[src/rtl/delay_line_gea1.sv]
// delay_line_gea1: multi-bit delay line with a run-time tap (0..MAX_DEPTH) and per-stage valid.
// Optional build macro DELAY_GEA1_SEL_FLUSH_EN registers sel and flushes all valids on a tap change.
module delay_line_gea1 #(
  parameter int WIDTH     = 8,
  parameter int MAX_DEPTH = 8,
  parameter int SELW      = 4
) (
  input  logic             clk,
  input  logic             rst,
  input  logic             en,
  input  logic [WIDTH-1:0] a,
  input  logic             a_vld,
  input  logic [SELW-1:0]  sel,
  output logic [WIDTH-1:0] y,
  output logic             y_vld
);

  logic [WIDTH-1:0]   s [1:MAX_DEPTH];
  logic [MAX_DEPTH:1] v;
  logic [SELW-1:0]    tap_sel;
  logic [SELW-1:0]    d;

`ifdef DELAY_GEA1_SEL_FLUSH_EN
  logic [SELW-1:0] sel_q;

  // Loading sel every cycle is equivalent to loading only when it differs.
  always_ff @(posedge clk or posedge rst) begin
    if (rst) sel_q <= '0;
    else     sel_q <= sel;
  end

  assign tap_sel = sel_q;
`else
  assign tap_sel = sel;
`endif

  always_ff @(posedge clk or posedge rst) begin
    if (rst) begin
      for (int unsigned i = 1; i <= MAX_DEPTH; i++) s[i] <= '0;
      v <= '0;
    end else begin
      if (en) begin
        s[1] <= a;
        v[1] <= a_vld;
        for (int unsigned i = 2; i <= MAX_DEPTH; i++) begin
          s[i] <= s[i-1];
          v[i] <= v[i-1];
        end
      end
`ifdef DELAY_GEA1_SEL_FLUSH_EN
      // A tap change invalidates everything in flight, including the sample entering now.
      if (sel != sel_q) v <= '0;
`endif
    end
  end

  always_comb begin
    d = (tap_sel > SELW'(MAX_DEPTH)) ? SELW'(MAX_DEPTH) : tap_sel;
    y     = a;
    y_vld = a_vld;
    for (int unsigned i = 1; i <= MAX_DEPTH; i++) begin
      if (d == SELW'(i)) begin
        y     = s[i];
        y_vld = v[i];
      end
    end
  end

endmodule

[config.mk]
export PLATFORM = sky130hd
export DESIGN_NAME = delay_line_gea1
export DESIGN_NICKNAME = d
export VERILOG_FILES = /design/src/rtl/delay_line_gea1.sv
export SDC_FILE = /design/constraint.sdc
export NUM_CORES = 1
export LEC_CHECK = 0
export CORE_UTILIZATION = 25
export CTS_BUF_LIST = sky130_fd_sc_hd__clkbuf_8
export CTS_CLUSTER_DIAMETER = 150
export CTS_CLUSTER_SIZE = 10
export DETAILED_ROUTE_END_ITERATION = 8
export PLACE_DENSITY_LB_ADDON = 0.3
export SETUP_SLACK_MARGIN = 0.2
export SKIP_CTS_REPAIR_TIMING = 1
export SYNTH_ARGS = -nofsm -noshare
export SYNTH_HDL_FRONTEND = slang
export SYNTH_SLANG_ARGS = --single-unit
[constraint.sdc]
create_clock -name clk -period 3.03 [get_ports clk]
set_clock_uncertainty 0.1 [all_clocks]
set_input_delay 0.606 -clock clk [delete_from_list [all_inputs] [get_ports clk]]
set_output_delay 0.606 -clock clk [all_outputs]
set_load 0.01 [all_outputs]
# == After elaboration in Yosys (flattened, before gate mapping) ==
# Cells that the tools add are included.
# word_totals
ff_bits,72
input_bits,16
wordCells,35
# classes
magnitude_cmp,1
n_eq_ne,8
n_mux,17
# op_table
cell,n
2-to-1 mux 8 bit,8
"== test 4 x 3 -> 1 bit, second input constant",4
"== test 4 x 2 -> 1 bit, second input constant",2
2-to-1 mux 1 bit,8
"== test 4 x 1 -> 1 bit, second input constant",1
"== test 4 bit, second input constant",1
"> comparator 4 bit, second input constant",1
2-to-1 mux 4 bit,1

# == Longest topological paths before layout ==
# logic_depth
depth_word,11
mapped_depth,6

# == Worst setup path after synthesis ==
# Ideal clock, no wire load.
# synth_path
path_type,input -> output
start,input sel[0]
end,output y[7]
arrival_time_ps,1621
setup_slack_ps,703
cell_stages,4
path_buffers,2
cell_sequence,buf_6 buf_6 mux4_2 a31oi_1
# synth_between
elab_chain_cells,11
# synth_rtl
element,line_no,rtl
"start, declared",13,"input logic [SELW-1:0] sel,"
> comparator 4 bit,58,d = (tap_sel > SELW'(MAX_DEPTH)) ? SELW'(MAX_DEPTH) : tap_sel;
2-to-1 mux 4 bit *,58,
== test 4 x 1 -> 1 bit,62,if (d == SELW'(i)) begin
2-to-1 mux 8 bit (7 in series),62,
2-to-1 mux 8 bit *,62,
"end, declared",14,"output logic [WIDTH-1:0] y,"
# Every way passes the cells marked *; elsewhere a longest branch is shown, timed or not.

# == Worst setup path in the final report ==
# layout_path
start,input sel[0]
end,output y[3]
# Same word-level chain as after synthesis.

==> flow_metrics.tcl <==
set metrics [dict create \
    path_class "input pin to output port" \
    setup_ws_ps 262.0 \
    synthMuxAreaShare 0.3269 \
    final_max_slew_viol_count 0 \
    cp.required_ps 2320 \
    drc 0 \
    dieArea_um2 14410 \
    yosys_warnings 0 \
    clk_path_buf_depth 2 \
    synth_common_cells "74 x mux2_2, 72 x dfrtp_1, 12 x nand2_1, 11 x buf_2, 9 x mux4_2" \
    synth_seq_area_share 0.5172 \
    start_util 0.2599 \
    netlist_area_um2 3483 \
    vdd_drop_max_uv 249.4 \
    final_area_um2 4360 \
    met3_usage 0.03232 \
    grt_setup_unrepaired "no" \
    synth_compound_area_frac 0.07148 \
    hold_class "flip-flop to flip-flop" \
    cts.sinks 72 \
    num_vias 2196 \
    ys_ff_latch 72 \
    synth_top_family_by_area "multiplexers" \
    yosys.area.top_type "dfrtp_1" \
    tightestPinTransition_ps 391.2 \
    whs_path_depth 1 \
    setup_violations 0 \
    hpwl_mm 4.616 \
    p_per_area_nw_per_um2 632.5 \
    p_leak_nw 1.921 \
    root_buffer "clkbuf_8" \
    antenna_left 0 \
    viasPerCell 4.585 \
    slowest_stage "o311a_1" \
    clock_latency_ps 340 \
    synth_xor_area_frac 0 \
    synth_top_area_share 0.5172 \
    finalPower_w 0.002758 \
    synth-simple-area-share 0.04454 \
    path_buf_inv 5 \
    cp-start-kind "input pin" \
    yosysMostFrequentCell "mux2_2" \
    layout.nets 317 \
    ys_dominant_reg_cell "dfrtp_1" \
    clk_pin_slew_worst_paths_ps 70 \
    gp_congestion 0.7752 \
    numPortBuffers 24 \
    worstPathMaxFanout 6 \
    grt_usage 0.1072 \
    cp_top_family "buffers and inverters" \
    area_growth_pct 25.18 \
    grt_pass1_wl_mm 11.88 \
    tritoncts "done" \
    cts_buffers 9 \
    clock.fmax_mhz 361.3 \
    synth.distinct_cells 42 \
    wl_per_cell_um 15.13 \
    synth.net_count 269 \
    cpPeakStageDelay_ps 340 \
    status "completed" \
    synth_edf_count 0 \
    synth.area.top_cells "dfrtp_1 52%, mux2_2 24%, mux4_2 5.8%" \
    drt_first_pass_iters 5 \
    synth_cells 253 \
    die_y_um 120.0 \
    arrival_ps 2060 \
    syn_area_per_cell_um2 13.77 \
    coreArea_um2 13400 \
    initialDrtViolationCount 129 \
    grtUsageMet1 0.1416 \
    fillers 1345 \
    grt_max_degree 74 \
    place_ws_ps -374.0 \
    crit_cells 9 \
    synth_fa_ha_area_frac 0 \
    grt_util_met2 0.1624 \
    routed_wirelength_mm 7.246 \
    grt_pass1_vias 2299 \
    htree_levels 3 \
    period_share 0.9135 \
    antenna_found_initial 0 \
    rows 42 \
    slew_headroom 0.7392 \
    rr_worst_depth 1 \
    ys_async_sr_fraction 1.000 \
    ios 25 \
    layout_min_cycle_time_ps 2768 \
    drive_gt1_frac 0.4422 \
    grt_overflow 0 \
    busiest_layer "met2" \
    diodes 0 \
    dpl_cell_area_um2 4085 \
    hold_viol_final 0 \
    die_w_um 120.0 \
    endpoint_kind "output port" \
    path_cells "clkbuf_2 > clkbuf_16 > buf_4 > o21bai_1 > a222oi_1 > buf_4 > o311a_1 > nor2_1 > clkbuf_2" \
    cap_violations 0 \
]
-- routing by layer --
metal	share of wire	vias up
li1	-	1031
met1	0.48	1115
met2	0.46	42
met3	0.046	8
met4	0.013	0
met5	0	-
-- area by class of cell --
class | count | area, um^2 | area share
Clock buffer | 10 | 137.6 | 0.03156
Sequential cell | 72 | 1802 | 0.4132
Clock inverter | 3 | 37.54 | 0.008608
Timing Repair Buffer | 55 | 590.6 | 0.1354
Inverter | 4 | 15.01 | 0.003443
Multi-Input combinational cell | 159 | 1558 | 0.3572
Tap cell | 176 | 220.2 | 0.05050
-- state kept, by name, indices dropped and copies added (netlist names) --
name  cells
v         8
s        64
-- worst paths after layout --
path	from	to	slack, ps
worst min register to register	s[7]	s[7]	410
max in group asynchronous	rst	s[62]	1950
worst max register to register	s[58]	s[50]	2120
worst min-delay path	s[7]	s[7]	410
worst max-delay path	sel[0]	y[3]	260
min in group asynchronous	rst	s[27]	570
-- cells in the final DEF, fill, tap and decap left out, drive strengths merged, types with 2 or more instances in the layout --
master and n:
clkdlybuf4s50 9, nand3 3, nor2b 2, mux2i 8, a21oi 6, o31a 2, o31ai 2, mux2 76
o22ai 2, a31oi 3, nand2 12, a221o 3, buf 30, dlymetal6s2s 11, clkbuf 15, inv 6
nor2 7, o21ai 6, mux4 9, dfrtp 72
-- cell families (layout without fill, tap and decap cells) --
family,after synthesis,after routing
and+or+nand+nor,32,32
muxes,93,93
DFF,72,72
AOI/OAI and AO/OA,34,34
buffers and inverters,22,72
-- power by group --
| group | internal [W] | switching, W | total (W) |
|---|---|---|---|
| registers | 0.00122 | 0.000177 | 0.00140 |
| logic | 0.000418 | 0.000237 | 0.000654 |
| clock network | 0.000383 | 0.000325 | 0.000708 |
-- stage by stage --
stage,hold WS (ps),util,cells,setup TNS (ps)
2_1_floorplan,371.9,-,253,0
3_3_place_gp,384.3,0.3049,461,-2796
3_5_place_dp,393.0,0.3049,461,-2802
4_1_cts,408.5,0.3179,474,-2897
5_1_grt,426.2,0.3254,479,0
6_report,411.9,0.3254,479,0
No activity file was read; power rests on OpenSTA's default activity.
